File: src/rtl/xdivux8.sv
// xdivux8 - sequential unsigned divider (restoring shift-subtract, one quotient bit per clock).
//
// Shares the operand-loading front end of the companion multiplier: a single data bus written
// into the dividend/divisor registers by independent apply strobes while idle.
//
// Ports:
//   clk_i        rising-edge clock
//   rst_i        synchronous, active-high reset
//   in_i         operand data bus (WIDTH)
//   a_apply_i    load dividend register from in_i (idle only)
//   b_apply_i    load divisor register from in_i (idle only)
//   start_i      begin division of the current register contents (idle only)
//   quotient_o   last quotient; held until the next result
//   remainder_o  last remainder; held until the next result
//   busy_o       high while iterating
//   done_o       one-cycle pulse when a new result is presented
//   div_zero_o   last result came from a zero divisor
module xdivux8 #(
    parameter int unsigned WIDTH = 8
) (
    input  logic             clk_i,
    input  logic             rst_i,
    input  logic [WIDTH-1:0] in_i,
    input  logic             a_apply_i,
    input  logic             b_apply_i,
    input  logic             start_i,
    output logic [WIDTH-1:0] quotient_o,
    output logic [WIDTH-1:0] remainder_o,
    output logic             busy_o,
    output logic             done_o,
    output logic             div_zero_o
);

    localparam int unsigned CntW = $clog2(WIDTH + 1);

    // StZero spends one idle-looking cycle before DONE so a zero-divisor result appears
    // one cycle after the start edge, with busy never raised.
    typedef enum logic [1:0] {
        StIdle,
        StRun,
        StZero,
        StDone
    } state_e;

    state_e           state_q, state_d;
    logic [WIDTH-1:0] a_q, a_d;
    logic [WIDTH-1:0] b_q, b_d;
    logic [WIDTH-1:0] wq_q, wq_d;      // working quotient (starts as the dividend)
    logic [WIDTH:0]   pr_q, pr_d;      // partial remainder, one guard bit
    logic [CntW-1:0]  cnt_q, cnt_d;
    logic [WIDTH-1:0] quot_q, quot_d;
    logic [WIDTH-1:0] rem_q, rem_d;
    logic             dz_q, dz_d;

    logic [2*WIDTH:0] shift_full;
    logic [WIDTH:0]   shifted;
    logic [WIDTH-1:0] wq_shifted;
    logic [WIDTH+1:0] trial;

    // Shift {remainder, quotient} left and try subtracting the divisor; the extra top bit
    // of trial is the borrow that decides restore versus keep.
    always_comb begin
        shift_full = {pr_q, wq_q} << 1;
        shifted    = shift_full[2*WIDTH:WIDTH];
        wq_shifted = shift_full[WIDTH-1:0];
        trial      = {1'b0, shifted} - {2'b00, b_q};
    end

    always_comb begin
        state_d = state_q;
        a_d     = a_q;
        b_d     = b_q;
        wq_d    = wq_q;
        pr_d    = pr_q;
        cnt_d   = cnt_q;
        quot_d  = quot_q;
        rem_d   = rem_q;
        dz_d    = dz_q;

        unique case (state_q)
            StIdle: begin
                if (a_apply_i) a_d = in_i;
                if (b_apply_i) b_d = in_i;
                // start sees the register values from before this edge
                if (start_i) begin
                    if (b_q != '0) begin
                        state_d = StRun;
                        wq_d    = a_q;
                        pr_d    = '0;
                        cnt_d   = '0;
                    end else begin
                        state_d = StZero;
                        wq_d    = a_q;
                    end
                end
            end
            StRun: begin
                if (!trial[WIDTH+1]) begin
                    pr_d = trial[WIDTH:0];
                    wq_d = wq_shifted | WIDTH'(1);
                end else begin
                    pr_d = shifted;
                    wq_d = wq_shifted;
                end
                cnt_d = cnt_q + CntW'(1);
                if (cnt_q == CntW'(WIDTH - 1)) begin
                    quot_d  = wq_d;
                    rem_d   = pr_d[WIDTH-1:0];
                    dz_d    = 1'b0;
                    state_d = StDone;
                end
            end
            StZero: begin
                quot_d  = '1;
                rem_d   = wq_q;
                dz_d    = 1'b1;
                state_d = StDone;
            end
            StDone: begin
                state_d = StIdle;
            end
            default: state_d = StIdle;
        endcase
    end

    always_ff @(posedge clk_i) begin
        if (rst_i) begin
            state_q <= StIdle;
            a_q     <= '0;
            b_q     <= '0;
            wq_q    <= '0;
            pr_q    <= '0;
            cnt_q   <= '0;
            quot_q  <= '0;
            rem_q   <= '0;
            dz_q    <= 1'b0;
        end else begin
            state_q <= state_d;
            a_q     <= a_d;
            b_q     <= b_d;
            wq_q    <= wq_d;
            pr_q    <= pr_d;
            cnt_q   <= cnt_d;
            quot_q  <= quot_d;
            rem_q   <= rem_d;
            dz_q    <= dz_d;
        end
    end

    assign quotient_o  = quot_q;
    assign remainder_o = rem_q;
    assign div_zero_o  = dz_q;
    assign busy_o      = (state_q == StRun);
    assign done_o      = (state_q == StDone);

endmodule
File: config.mk
export PLATFORM = sky130hd
export DESIGN_NAME = xdivux8
export DESIGN_NICKNAME = d
export VERILOG_FILES = /design/src/rtl/xdivux8.sv
export SDC_FILE = /design/constraint.sdc
export NUM_CORES = 1
export LEC_CHECK = 0
export CORE_ASPECT_RATIO = 0.9
export CORE_UTILIZATION = 55
export DETAILED_ROUTE_END_ITERATION = 16
export HOLD_SLACK_MARGIN = 0.02
export PLACE_DENSITY = 0.88
export SLEW_MARGIN = 20
export SYNTH_ARGS = -nofsm -noshare
export SYNTH_HDL_FRONTEND = slang
export SYNTH_SLANG_ARGS = --single-unit
export TNS_END_PERCENT = 30
File: constraint.sdc
create_clock -name clk_i -period 6.22 [get_ports clk_i]
set_clock_uncertainty 0.2 [all_clocks]
set_input_delay 0.622 -clock clk_i [delete_from_list [all_inputs] [get_ports clk_i]]
set_output_delay 0.622 -clock clk_i [all_outputs]
set_load 0.05 [all_outputs]
# After elaboration in Yosys (flattened, before gate mapping)
# Cells that the tools add are included.
[word_totals]
ff_bits = 55
elab_cells = 48
[classes]
n_addsub = 2
n_eq_ne = 7
muxes = 20
reduce_logical = 10
[op_table]
columns = ["op", "n"]
rows = [
  ["$pmux W8 S2", 4],
  ["$mux W8", 6],
  ["$reduce_and A2 Y1", 5],
  ["$sub A9 B8 Y10", 1],
  ["$mux W4", 2],
  ["$pmux W2 S4", 1],
  ["$pmux W4 S2", 1],
  ["$reduce_bool A8 Y1", 1],
  ["$mux W2", 3],
  ["$add A4 B1 Y4 const B", 1],
  ["$eq A2 B2 Y1 const B", 2],
  ["$eq A4 B3 Y1 const B", 1],
  ["$ne A2 B2 Y1 const B", 2],
  ["$reduce_bool A2 Y1", 2],
  ["$reduce_and A3 Y1", 1],
  ["$eq A2 B1 Y1 const B", 1],
  ["$logic_not A2 Y1", 1],
  ["$mux W1", 2],
  ["$ne A2 B1 Y1 const B", 1],
  ["$pmux W1 S2", 1],
]

# Logic depth before layout (Yosys ltp)
[depth]
word_depth = 4
depth_mapped = 10

# Worst setup path before layout
# Ideal clock, no wire load.
[synth_timing]
kind = "register to register"
from = "register state_q[1]"
to = "register pr_q[6]"
setup_ns = 0.132
arrival_ns = 1.969
required_time_ns = 5.888
setup_slack_ns = 3.919
stages_incl_launch_ff = 10
path_buffers = 2
synth_period_minus_slack_ns = 2.301
cell_sequence = "dfxtp_1 > inv_1 > ha_1 > buf_2 > nor2b_1 > a21o_1 > buf_2 > nand2_1 > a221oi_1 > nor3_1"
[synth_via]
elab_chain_cells = 3
elab_cells_between_ends = 7
[synth_rtl]
columns = ["element", "line", "rtl"]
rows = [
  ["start, declared", "45", "state_e state_q, state_d;"],
  ["start signal, assigned", "128", "state_q <= StIdle;"],
  ["start signal, assigned", "138", "state_q <= state_d;"],
  ["$eq A2 B1 Y1 *", "-", ""],
  ["net busy_o", "29", "output logic busy_o,"],
  ["$reduce_bool A2 Y1 (no line)", "-", ""],
  ["$reduce_and A3 Y1 (no line)", "-", ""],
  ["end signal, assigned", "142", "pr_q <= pr_d;"],
  ["end, declared", "49", "logic [WIDTH:0] pr_q, pr_d;"],
]
# The timed path passes the listed nets; every way through them passes the cells marked *.
# A chain may end at the register's enable or synchronous reset.

# Worst setup path in the final report
[layout_timing]
from = "register state_q[1]"
to = "output busy_o"
[layout_via]
elab_chain_cells = 1
[layout_rtl]
columns = ["element", "line", "rtl"]
rows = [
  ["$eq A2 B1 Y1", "153", "assign busy_o = (state_q == StRun);"],
  ["end, declared", "29", ""],
]
# No other way between the ends.

==> results.py <==
metrics = {
    "status": {
        "outcome": "finished, final reports clean",
    },
    "min_path": {
        "hold_class": "flop to flop",
    },
    "final_layout": {
        "fill_cells": 371,
        "fin_cells": 415,
        "antenna-diode-count": 0,
        "multiInputGateArea_mm2": 0.00151,
        "mostFrequentLayoutCell": "dfxtp_1",
        "ff_latch_area_mm2": 0.00110,
        "final_nets": 379,
        "final_cell_mix": "dfxtp_1 (55), nand2_1 (48), clkdlybuf4s50_1 (31), a21oi_1 (28), nor2_1 (24)",
        "syn_to_final_growth_pct": 17.0,
        "drive_above_1_share_pct": 6.23,
    },
    "worst_setup_path": {
        "crit_fanout": 19,
        "worst_setup_path_end_kind": "output pin",
        "critPathRequiredTime_ns": 5.40,
        "start_kind": "flop",
        "slowest_stage": "clkdlybuf4s50_1",
        "worstPathCellList": "inv_1 -> ha_1 -> clkdlybuf4s50_1",
        "max_stage_delay_ns": 0.94,
        "worstPathArrival_ns": 2.40,
        "criticalPathCategory": "flop to output pin",
    },
    "clocking": {
        "clk_latency_ns": 0.32,
        "cts_tree": "done",
        "clock_sinks": 55,
        "ctsHtreeMaxLevel": 2,
        "cts.clk_slew.worst_paths_ns": 0.10,
        "hold_buffers": 0,
        "post_cts_resized": 0,
        "postCtsSetupBuffers": 0,
        "cts_buffer_depth": 2,
        "clockRootBuffer": "clkbuf_8",
        "numCtsBuffers": 5,
    },
    "routing": {
        "dr.pass1.iters": 4,
        "drcViolationCount": 0,
        "post_drt_wl_per_cell_um": 14.8,
        "antenna_left": 0,
        "wirelength_mm": 6.14,
        "vias": 2381,
        "vias_per_cell": 5.74,
        "first_iter_violations": 227,
    },
    "synthesis": {
        "seq_area_frac_synth_pct": 40.2,
        "synthCells": 329,
        "yosys-top-cells-area": "dfxtp_1 (40%), nand2_1 (6.6%), ha_1 (5.9%), a21oi_1 (5.1%), a211oi_1 (4.1%)",
        "synth-edff-count": 0,
        "syn_avg_cell_area_um2": 8.32,
        "syn_nets": 356,
        "ys_ff_latch": 55,
        "syn_area_mm2": 0.00274,
        "ys_types": 43,
        "async_flop_share_pct": 0,
        "synth_area_leader_cell": "dfxtp_1",
        "yosys_warnings": 0,
        "synth_top_area_share_pct": 40.2,
        "synthFlopType": "dfxtp_1",
    },
    "timing": {
        "final-setup-viol-count": 0,
        "worst_pin_slew_ns": 0.811,
        "relSlewSlack_pct": 45.9,
        "fmax_ghz": 0.310,
        "min_period_ns": 3.22,
        "slew_violations": 0,
        "rsz0062_at_grt": "no",
        "hold_viol_final": 0,
        "post-route-period-util_pct": 51.8,
        "fin_tns_setup_ns": 0,
        "setup_slack_ns": 3.00,
    },
    "placement": {
        "gp_congestion": 0.794,
        "io_buffers": 31,
        "dp.final_hpwl_mm": 4.36,
        "dp_cells": 407,
        "pre_cts_ws_ns": 3.36,
    },
    "floorplan": {
        "die_w_um": 76.4,
        "die-area_mm2": 0.00527,
        "rows": 23,
        "io_pins": 32,
        "start_util_pct": 59.5,
        "core_mm2": 0.00460,
        "die-height_um": 68.9,
    },
    "power_and_ir_drop": {
        "vdd_drop_max_mv": 0.236,
        "p_total_mw": 1.57,
        "p_seq_share_pct": 32.4,
        "power_density_mw_per_mm2": 489,
        "p_sw_share_pct": 43.0,
        "p_int_mw": 0.894,
        "p_switching_mw": 0.674,
        "p_comb_share_pct": 49.6,
        "p_leak_nw": 1.19,
        "pwr-share-clk_pct": 18.0,
    },
    "global_route": {
        "grt_remaining_overflow": 0,
        "grt_max_degree": 52,
        "antenna_found_initial": 0,
        "grt_pass1_wl_mm": 10.1,
        "grt_pass1_vias": 2191,
        "grt_usage_pct": 24.8,
    },
    "flow_run": {
        "max-cap-violations": 0,
    },
}
## power by group through the flow
| stage | Combinational [mW] | Clock, mW | Sequential [mW] |
|---|---|---|---|
| floorplan | 0.461 | 0 | 0.634 |
| global placement | 0.755 | 0 | 0.511 |
| detailed placement | 0.770 | 0 | 0.513 |
| CTS | 0.777 | 0.282 | 0.506 |
| global route | 0.848 | 0.295 | 0.519 |
| finish | 0.778 | 0.283 | 0.508 |
## through the flow
stage               util, %  hold slack, ns  area (µm²)
finish                 69.6           0.269        3210
global route           69.6           0.286        3210
CTS                    69.6           0.268        3210
detailed placement     66.7           0.249        3070
global placement       66.7           0.244        3070
floorplan                 -           0.236        2740
## routing by layer
metal | wire length (µm) | part of all wire, % | vias to the layer above | global-route usage, %
li1 | - | - | 1209 | -
met3 | 321 | 5.2 | 8 | 4.61
met4 | 74 | 1.2 | 0 | 8.89
met2 | 2850 | 46 | 69 | 42.2
met1 | 2890 | 47 | 1095 | 32.0
met5 | 0 | 0 | - | 0
## kinds of logic (layout without fill, tap and decap cells)
logic type	count (synthesis)	count (layout)	share of synthesized area, %
AND/OR/NAND/NOR	118	118	20.6
AO/OA/AOI/OAI	92	92	21.8
flip-flops	55	55	40.2
buffers and inverters	34	58	4.84
adder cells (fa/ha/maj)	14	14	6.67
multiplexers	12	12	4.57
XOR/XNOR	4	4	1.28
## synthesized netlist by cell type, types with 2 or more instances
master,number
o21ai_0,21
or2_2,2
a21o_1,3
dfxtp_1,55
xnor2_1,2
a211oi_2,2
nand3b_1,8
ha_1,13
a221oi_1,2
a21oi_1,28
a311oi_1,2
nor3_1,3
nand3_1,20
nor4_1,2
clkbuf_1,11
a211oi_1,15
buf_2,4
mux2i_1,11
nor2_1,24
a31oi_1,10
o21a_1,2
xor2_1,2
inv_1,18
nor2b_1,3
nand2_1,48
## path summary, 6_finish.rpt
path              startpoint    endpoint  depth (start not counted)  slack [ns]
setup reg to reg  state_q[1]     pr_q[6]                          7        3.43
hold / removal    div_zero_o  div_zero_o                          2        0.27
hold reg to reg   div_zero_o  div_zero_o                          2        0.27
setup / recovery  state_q[1]      busy_o                          3        3.00
## area by class of cell
| type | instances | area share, % |
|---|---|---|
| clock buffer | 5 | 2.15 |
| clock inverter | 3 | 2.11 |
| inverter | 18 | 2.11 |
| multi-input combinational | 240 | 47.0 |
| sequential | 55 | 34.3 |
| tap | 62 | 2.42 |
| timing repair buffer | 32 | 9.91 |
## registers in the layout (all words and copies together), names as in the netlist
name,cells
remainder_o,8
a_q,8
state_q,2
pr_q,8
cnt_q,4
wq_q,8
b_q,8
quotient_o,8
div_zero_o,1
## worst max-delay path: cells and delay by family, from the launching register on
kind / cells / cell delay, ns
buf+inv: 2 / 1.04
fa+ha+maj: 1 / 0.69
flops: 1 / 0.34
No activity file was read; power rests on OpenSTA's default activity.
